`config.mk`:
```
export PLATFORM = sky130hd
export DESIGN_NAME = buzzer_sequencer
export DESIGN_NICKNAME = d
export VERILOG_FILES = /design/src/rtl/buzzer_sequencer.sv
export SDC_FILE = /design/constraint.sdc
export NUM_CORES = 1
export LEC_CHECK = 0
export CAP_MARGIN = 0
export CORE_MARGIN = 10
export CORE_UTILIZATION = 50
export DETAILED_ROUTE_END_ITERATION = 8
export PLACE_DENSITY = 0.7
export SYNTH_ARGS = -nofsm -noshare
export SYNTH_HDL_FRONTEND = slang
export SYNTH_SLANG_ARGS = --single-unit
```
`constraint.sdc`:
```
create_clock -name clk -period 5.7 [get_ports clk]
set_input_delay 1.71 -clock clk [delete_from_list [all_inputs] [get_ports clk]]
set_output_delay 1.71 -clock clk [all_outputs]
set_load 0.03 [all_outputs]
```
`src/rtl/buzzer_sequencer.sv`:
```
// Tone sequencer for an active-low piezo buzzer.
// Melody mode steps through note codes from an external ROM (optionally looping);
// beep mode sounds a programmed number of fixed-pitch beeps. Runs end with a
// one-cycle done pulse, qualified by aborted when ended by stop.
module buzzer_sequencer #(
    parameter int unsigned CLK_HZ     = 24000000,
    parameter int unsigned NOTE_MS    = 250,
    parameter int unsigned SEQ_LEN    = 64,
    parameter int unsigned CNT_W      = 16,
    parameter int unsigned HALF_W     = 17,
    parameter int unsigned BEEP_CODE  = 5,
    parameter logic        IDLE_LEVEL = 1'b1,
    // Derived address width; leave at its default.
    parameter int unsigned AW         = (SEQ_LEN > 1) ? $clog2(SEQ_LEN) : 1
) (
    input  logic             clk,
    input  logic             rst,
    input  logic             start_mel,
    input  logic             loop_en,
    input  logic             start_beep,
    input  logic [CNT_W-1:0] beep_count,
    input  logic             stop,
    output logic [AW-1:0]    seq_addr,
    input  logic [3:0]       note_code,
    output logic             busy,
    output logic             done,
    output logic             aborted,
    output logic [CNT_W-1:0] beeps_done,
    output logic             beep
);

    localparam int unsigned NOTE_CYC = CLK_HZ / 1000 * NOTE_MS;
    localparam int unsigned TW       = (NOTE_CYC > 1) ? $clog2(NOTE_CYC) : 1;
    localparam logic [TW-1:0] TIMER_LAST = TW'(NOTE_CYC - 1);
    localparam logic [AW-1:0] ADDR_LAST  = AW'(SEQ_LEN - 1);
    localparam logic [3:0]    CODE_END   = 4'd15;
    localparam logic [3:0]    CODE_REST  = 4'd0;

    typedef enum logic [2:0] {
        StIdle,
        StFetch,
        StPlay,
        StBOn,
        StBOff
    } state_e;

    // Half-period in clock cycles for each note code; 0 for rest and end marker.
    function automatic logic [HALF_W-1:0] half_of(input logic [3:0] code);
        logic [HALF_W-1:0] h;
        case (code)
            4'd1:    h = HALF_W'(CLK_HZ / 660);
            4'd2:    h = HALF_W'(CLK_HZ / 784);
            4'd3:    h = HALF_W'(CLK_HZ / 880);
            4'd4:    h = HALF_W'(CLK_HZ / 988);
            4'd5:    h = HALF_W'(CLK_HZ / 1046);
            4'd6:    h = HALF_W'(CLK_HZ / 1174);
            4'd7:    h = HALF_W'(CLK_HZ / 1318);
            4'd8:    h = HALF_W'(CLK_HZ / 1396);
            4'd9:    h = HALF_W'(CLK_HZ / 1568);
            4'd10:   h = HALF_W'(CLK_HZ / 1760);
            4'd11:   h = HALF_W'(CLK_HZ / 1976);
            4'd12:   h = HALF_W'(CLK_HZ / 2094);
            4'd13:   h = HALF_W'(CLK_HZ / 2350);
            4'd14:   h = HALF_W'(CLK_HZ / 2638);
            default: h = '0;
        endcase
        return h;
    endfunction

    state_e            state_q, state_d;
    logic [AW-1:0]     seq_addr_d;
    logic [3:0]        note_q, note_d;
    logic              loop_q, loop_d;
    logic [CNT_W-1:0]  count_q, count_d;
    logic [CNT_W-1:0]  beeps_done_d;
    logic [TW-1:0]     timer_q, timer_d;
    logic              done_d, aborted_d;
    logic              zero_pend_q, zero_pend_d;
    logic [HALF_W-1:0] half_cnt_q, half_cnt_d;
    logic [HALF_W-1:0] half;
    logic              tone_on;
    logic              beep_d;
    logic              timer_last;

    assign busy       = (state_q != StIdle);
    assign timer_last = (timer_q == TIMER_LAST);

    // Next-state and run bookkeeping.
    always_comb begin
        state_d      = state_q;
        seq_addr_d   = seq_addr;
        note_d       = note_q;
        loop_d       = loop_q;
        count_d      = count_q;
        beeps_done_d = beeps_done;
        timer_d      = timer_q;
        done_d       = 1'b0;
        aborted_d    = 1'b0;
        zero_pend_d  = 1'b0;

        if (state_q != StIdle && stop) begin
            state_d   = StIdle;
            done_d    = 1'b1;
            aborted_d = 1'b1;
        end else begin
            unique case (state_q)
                StIdle: begin
                    // A zero-length beep run reports done one cycle after acceptance.
                    if (zero_pend_q) begin
                        done_d = 1'b1;
                    end else if (!done) begin
                        if (start_mel) begin
                            seq_addr_d = '0;
                            loop_d     = loop_en;
                            state_d    = StFetch;
                        end else if (start_beep) begin
                            count_d      = beep_count;
                            beeps_done_d = '0;
                            if (beep_count == '0) begin
                                zero_pend_d = 1'b1;
                            end else begin
                                note_d  = 4'(BEEP_CODE);
                                timer_d = '0;
                                state_d = StBOn;
                            end
                        end
                    end
                end
                StFetch: begin
                    note_d = note_code;
                    if (note_code == CODE_END) begin
                        if (loop_q) begin
                            seq_addr_d = '0;
                            state_d    = StFetch;
                        end else begin
                            state_d = StIdle;
                            done_d  = 1'b1;
                        end
                    end else begin
                        timer_d = '0;
                        state_d = StPlay;
                    end
                end
                StPlay: begin
                    if (timer_last) begin
                        if (seq_addr == ADDR_LAST) begin
                            if (loop_q) begin
                                seq_addr_d = '0;
                                state_d    = StFetch;
                            end else begin
                                state_d = StIdle;
                                done_d  = 1'b1;
                            end
                        end else begin
                            seq_addr_d = seq_addr + AW'(1);
                            state_d    = StFetch;
                        end
                    end else begin
                        timer_d = timer_q + TW'(1);
                    end
                end
                StBOn: begin
                    if (timer_last) begin
                        timer_d = '0;
                        state_d = StBOff;
                    end else begin
                        timer_d = timer_q + TW'(1);
                    end
                end
                StBOff: begin
                    if (timer_last) begin
                        beeps_done_d = beeps_done + CNT_W'(1);
                        timer_d      = '0;
                        if (beeps_done_d == count_q) begin
                            state_d = StIdle;
                            done_d  = 1'b1;
                        end else begin
                            note_d  = 4'(BEEP_CODE);
                            state_d = StBOn;
                        end
                    end else begin
                        timer_d = timer_q + TW'(1);
                    end
                end
                default: state_d = StIdle;
            endcase
        end
    end

    // Tone generator: restarts silent at every state change, toggles each half-period.
    always_comb begin
        half       = half_of(note_q);
        tone_on    = (state_q == StPlay || state_q == StBOn) &&
                     note_q != CODE_REST && note_q != CODE_END;
        half_cnt_d = '0;
        beep_d     = IDLE_LEVEL;
        if (tone_on && state_d == state_q) begin
            if (half_cnt_q == half - HALF_W'(1)) begin
                half_cnt_d = '0;
                beep_d     = ~beep;
            end else begin
                half_cnt_d = half_cnt_q + HALF_W'(1);
                beep_d     = beep;
            end
        end
    end

    // State and output registers.
    always_ff @(posedge clk) begin
        if (rst) begin
            state_q     <= StIdle;
            seq_addr    <= '0;
            note_q      <= '0;
            loop_q      <= 1'b0;
            count_q     <= '0;
            beeps_done  <= '0;
            timer_q     <= '0;
            done        <= 1'b0;
            aborted     <= 1'b0;
            zero_pend_q <= 1'b0;
            half_cnt_q  <= '0;
            beep        <= IDLE_LEVEL;
        end else begin
            state_q     <= state_d;
            seq_addr    <= seq_addr_d;
            note_q      <= note_d;
            loop_q      <= loop_d;
            count_q     <= count_d;
            beeps_done  <= beeps_done_d;
            timer_q     <= timer_d;
            done        <= done_d;
            aborted     <= aborted_d;
            zero_pend_q <= zero_pend_d;
            half_cnt_q  <= half_cnt_d;
            beep        <= beep_d;
        end
    end

endmodule

```
After elaboration in Yosys (flattened, before gate mapping)
Memories as Yosys holds them, arrays and structs flattened. A register that Yosys moved wholly into a read port is not among the register bits.
Index checks and enable logic that the tools add are counted.
Operators by class
  add/subtract/negate cells: 5
  eq/ne operators: 23
  multiplexer cells: 58
  bitwise operators: 8
  reduce and logical (&&, ||, !) cells: 23
Operator list (number)
  2-to-1 mux 23 bit: 8
  one-hot mux 23 bit (4 select lines): 1
  2-to-1 mux 16 bit: 5
  2-to-1 mux 6 bit: 7
  2-to-1 mux 4 bit: 9
  one-hot mux 16 bit (2 select lines): 1
  2-to-1 mux 3 bit: 10
  != test 2 bit (second input constant): 12
  adder 23 x 1 -> 23 bit (second input constant): 1
  equality test 23 bit (second input constant): 1
  one-hot mux 6 bit (3 select lines): 1
  AND reduction 9 bit: 2
  adder 17 x 1 -> 17 bit (second input constant): 1
  equality test 17 bit: 1
  subtractor 17 x 1 -> 17 bit (second input constant): 1
  adder 16 x 1 -> 16 bit (second input constant): 1
  equality test 16 bit: 1
  logical NOT 16 bit: 1
  one-hot mux 3 bit (5 select lines): 1
  AND reduction 7 bit: 2
  one-hot mux 4 bit (3 select lines): 1
  2-to-1 mux 1 bit: 11
  nonzero test 3 bit: 3
  NOT 1 bit: 8
  20 further kinds: 27
Storage, ports and cells
  bits in registers: 90
  ROM bits: 256
  input bits: 26
  output and inout port bits: 26
  word-level logic and storage cells: 130
  memories: 1
Memories
  (name not given): words 16, bits a word 16, rd ports 1, clocked after memory_dff 1, wr ports 0, line 50  | case (code)

Logic depth before layout (Yosys ltp)
Gate-level depths: netlist of the first run.
  depth in word-level cells: 12
  depth in mapped cells: 14
  depth with buffers taken out: 13

Worst setup path before layout of the first run
No wires, ideal clock.
  path type: input port to flip-flop
  from: in start_beep
  to: reg half[1] (netlist name)
  setup time: 121 ps
  arrival: 4388 ps
  data required time: 5579 ps
  path slack: 1192 ps
  cell stages on the path: 12
  path through: nor4b_1 > a32oi_1 > nor2_1 > nand3_1 > o21ai_0 > o21ai_1 > nor2_1 > inv_1 > ha_1 > or2_2 > mux2_4 > mux2_2
Between the ends
  word-level cells in the longest chain between the ends: 4
RTL lines
  start, declared: line 20  | input logic start_beep,
  != test 2 bit (no source line)
  AND reduction 9 bit (no source line)
  2-to-1 mux 4 bit (no source line) (2 in series)
Every way passes these cells.
A chain may end at the register's enable or synchronous reset.

Final worst setup path of the first run
  from: in start_beep
  to: reg half[1] (netlist name)
Between the ends
  word-level cells in the longest chain between the ends: 4
RTL lines
  != test 2 bit (no source line)
  AND reduction 9 bit (no source line)
  2-to-1 mux 4 bit (no source line) (2 in series)
Every way passes these cells.

==> results.sh, run 1 <==
export IMPL_arrival_ps=5320
export IMPL_grt_pass1_vias=5744
export IMPL_antenna_left=0
export IMPL_fin_nets=853
export IMPL_cts_tree="built"
export IMPL_vias=5943
export IMPL_leakagePower_uw=0.00261
export IMPL_ys_types=78
export IMPL_grt_antenna_before_repair=0
export IMPL_htreeDepth=3
export IMPL_fin_crit_sh=0.893
export IMPL_worstHoldPathCells=2
export IMPL_tightestPinTransition_ps=1200
export IMPL_port_buffers=51
export IMPL_reg2reg_depth=13
export IMPL_setup_violations=0
export IMPL_routed_wl_mm=16.1
export IMPL_slew_headroom=0.195
export IMPL_grt_max_degree=45
export IMPL_fillerInstances=1147
export IMPL_cp_start_kind="input pin"
export IMPL_synth_async_reset_ratio=0
export IMPL_dp_cells=973
export IMPL_synth_top_area_frac=0.336
export IMPL_hold_violations=0
export IMPL_setup_tns_ps=0
export IMPL_core_area_sq_um=12500
export IMPL_mappedNetlistNets=814
export IMPL_viasPerCell=6.02
export IMPL_multi_input_area_sq_um=3950
export IMPL_synth_edf_count=0
export IMPL_clock_fmax_mhz=196
export IMPL_ctsLongestPathBuffers=2
export IMPL_hpwl_mm=12.0
export IMPL_rsz0062_at_grt="false"
export IMPL_cts_resized=0
export IMPL_grt_ovfl_total=0
export IMPL_wire_per_inst_um=16.3
export IMPL_first_pass_iters=5
export IMPL_ys_warn_count=0
export IMPL_cap_violations=0
export IMPL_final_util=0.582
export IMPL_numCtsBuffers=9
export IMPL_clock_insertion_delay_worst_skew_ps=350
export IMPL_clock_root_buffer="clkbuf_16"
export IMPL_drtIter0Drc=448
export IMPL_status="finished, final reports clean"
export IMPL_grt_pass1_wl_mm=27.4
export IMPL_post_route_min_period_ps=5090
export IMPL_hold_ws_ps=489
export IMPL_start_util=0.505
export IMPL_synth_ff_type="dfxtp_1"
export IMPL_crit_required_ps=5930
export IMPL_n_antenna_cell=0
export IMPL_die_area_sq_um=17500
export IMPL_postCtsSetupBuffers=0
export IMPL_crit_type="input pin to flop"
export IMPL_hp_class="flop to flop"
export IMPL_layout_drive_gt1_share=0.0650
export IMPL_clk_pin_slew_ps=70
export IMPL_finalNonFillerCells=988
export IMPL_num_rows=41
export IMPL_finalClockSkew_ps=13.1
export IMPL_slew_violations=0
export IMPL_synth_seq_cells=106
export IMPL_syn_avg_cell_area_sq_um=8.18
export IMPL_synth_area_top_cells="dfxtp_1 34%, nor2_1 5.2%, xor2_1 5.0%"
export IMPL_yosysTopAreaCell="dfxtp_1"
export IMPL_die_width_um=132
export IMPL_place_congestion=0.851
export IMPL_powerDensity_nw_per_um2=295
export IMPL_areaGrowthSynthToFinish_pct=15.3
export IMPL_seq_area_frac_synth=0.336
export IMPL_cts_sinks=106
export IMPL_register_area_sq_um=2120
export IMPL_cts_hold_buf=0
export IMPL_drc=0
export IMPL_die_h_um=132
export IMPL_io_pin_count=52
export IMPL_grt_usage=0.183
export IMPL_syn_inst=773
export IMPL_ir_drop_mv=0.171
export IMPL_worst_setup_path_end_kind="flop"
export IMPL_crit_fanout=7
export IMPL_synthesis_area_sq_um=6320
per-layer routing:
| layer | part of all wire | up-vias | global-route usage |
|---|---|---|---|
| li1 | - | 2913 | - |
| met5 | 0 | - | 0 |
| met1 | 0.43 | 2868 | 0.211 |
| met3 | 0.050 | 17 | 0.0481 |
| met2 | 0.51 | 145 | 0.323 |
| met4 | 0.014 | 0 | 0.0532 |
state kept, by name, summed over array words and instances (netlist names):
name         flops
aborted          1
state_q          3
zero_pend_q      1
seq_addr         6
half            16
count_q         16
done             1
beeps_done      16
beep             1
loop_q           1
half_cnt_q      17
note_q           4
timer_q         23
through the flow:
| step | setup WS [ps] | total power (uW) | cell area (sq um) |
|---|---|---|---|
| CTS | 647 | 2160 | 7290 |
| floorplan | 1190 | 1340 | 6320 |
| global route | 108 | 2270 | 7290 |
| global placement | 449 | 1470 | 6970 |
| detailed placement | 290 | 1490 | 6970 |
| finish | 611 | 2150 | 7290 |
placed cells by master (no fill, tap or decap), types with 15 or more instances in the layout:
| cell | synthesis | final |
|---|---|---|
| a21oi_1 | 42 | 42 |
| and3_1 | 16 | 16 |
| clkdlybuf4s50_1 | 0 | 50 |
| dfxtp_1 | 106 | 106 |
| ha_1 | 15 | 15 |
| inv_1 | 26 | 26 |
| mux2i_1 | 26 | 26 |
| nand2_1 | 47 | 47 |
| nand3_1 | 25 | 25 |
| nand4_1 | 21 | 21 |
| nor2_1 | 87 | 86 |
| nor3_1 | 40 | 40 |
| nor4_1 | 18 | 18 |
| o21ai_0 | 38 | 37 |
| xnor2_1 | 30 | 30 |
| xor2_1 | 36 | 36 |
area by class of cell:
class / instances / area share
clock buffers: 10 / 0.0328
clock inverters: 5 / 0.0108
inverters: 27 / 0.0146
multi-input cells: 608 / 0.542
flip-flops and latches: 106 / 0.291
well taps: 172 / 0.0295
repair buffers: 60 / 0.0786
synth_stat cells, types with 8 or more instances:
cell type and count:
mux2i_1 26, a21oi_1 42, o21ai_0 38, and3_1 16, clkbuf_1 25, nand4_1 21
or3_1 11, xor2_1 36, nor2_1 87, xnor2_1 30, ha_1 15, or4_1 8
dfxtp_1 106, inv_1 26, nand2b_1 11, nand3b_1 9, nor4_1 18, a31oi_1 11
nand2_1 47, nor3_1 40, nand3_1 25
critical path, stage by stage:
cell and delay [ps]:
clkdlybuf4s50_1 440, nor4b_1 430, a32oi_1 340, nor2_1 190, nand3_1 170, o21ai_0 190, o21ai_1 190, nor2_1 360
inv_1 200, ha_1 260, or2_2 330, mux2_4 260, mux2_2 260
cells by family after synthesis:
kind of cell | synth area share
adder cells (fa/ha/maj) | 0.0297
AND/OR/NAND/NOR | 0.297
AO/OA/AOI/OAI | 0.154
multiplexers | 0.0524
buffers and inverters | 0.0396
flip-flops | 0.336
XOR/XNOR | 0.0914
final timing paths:
kind / startpoint / to / slack (ps)
worst min register to register: timer_q[1] / timer_q[1] / 490
worst max register to register: beeps_done[0] / half[1] / 810
worst max-delay path: start_beep / half[1] / 610
worst min-delay path: timer_q[1] / timer_q[1] / 490
power by group:
| group | leakage [uW] | internal [uW] | switching [uW] | total (uW) |
|---|---|---|---|---|
| Clock | 0.000158 | 394 | 271 | 665 |
| Sequential | 0.000860 | 798 | 88.8 | 887 |
| Combinational | 0.00159 | 260 | 337 | 597 |
No activity file was read; power rests on OpenSTA's default activity.
==> run 2: changes to the inputs <==
--- a/config.mk
+++ b/config.mk
@@ -8,6 +8,7 @@
 export CAP_MARGIN = 0
 export CORE_MARGIN = 10
 export CORE_UTILIZATION = 50
+export CTS_BUF_LIST = sky130_fd_sc_hd__clkbuf_8 sky130_fd_sc_hd__clkbuf_16
 export DETAILED_ROUTE_END_ITERATION = 8
 export PLACE_DENSITY = 0.7
 export SYNTH_ARGS = -nofsm -noshare
==> results of run 2 <==
No change in the layout: final DEF, timing and power equal those of run 1.
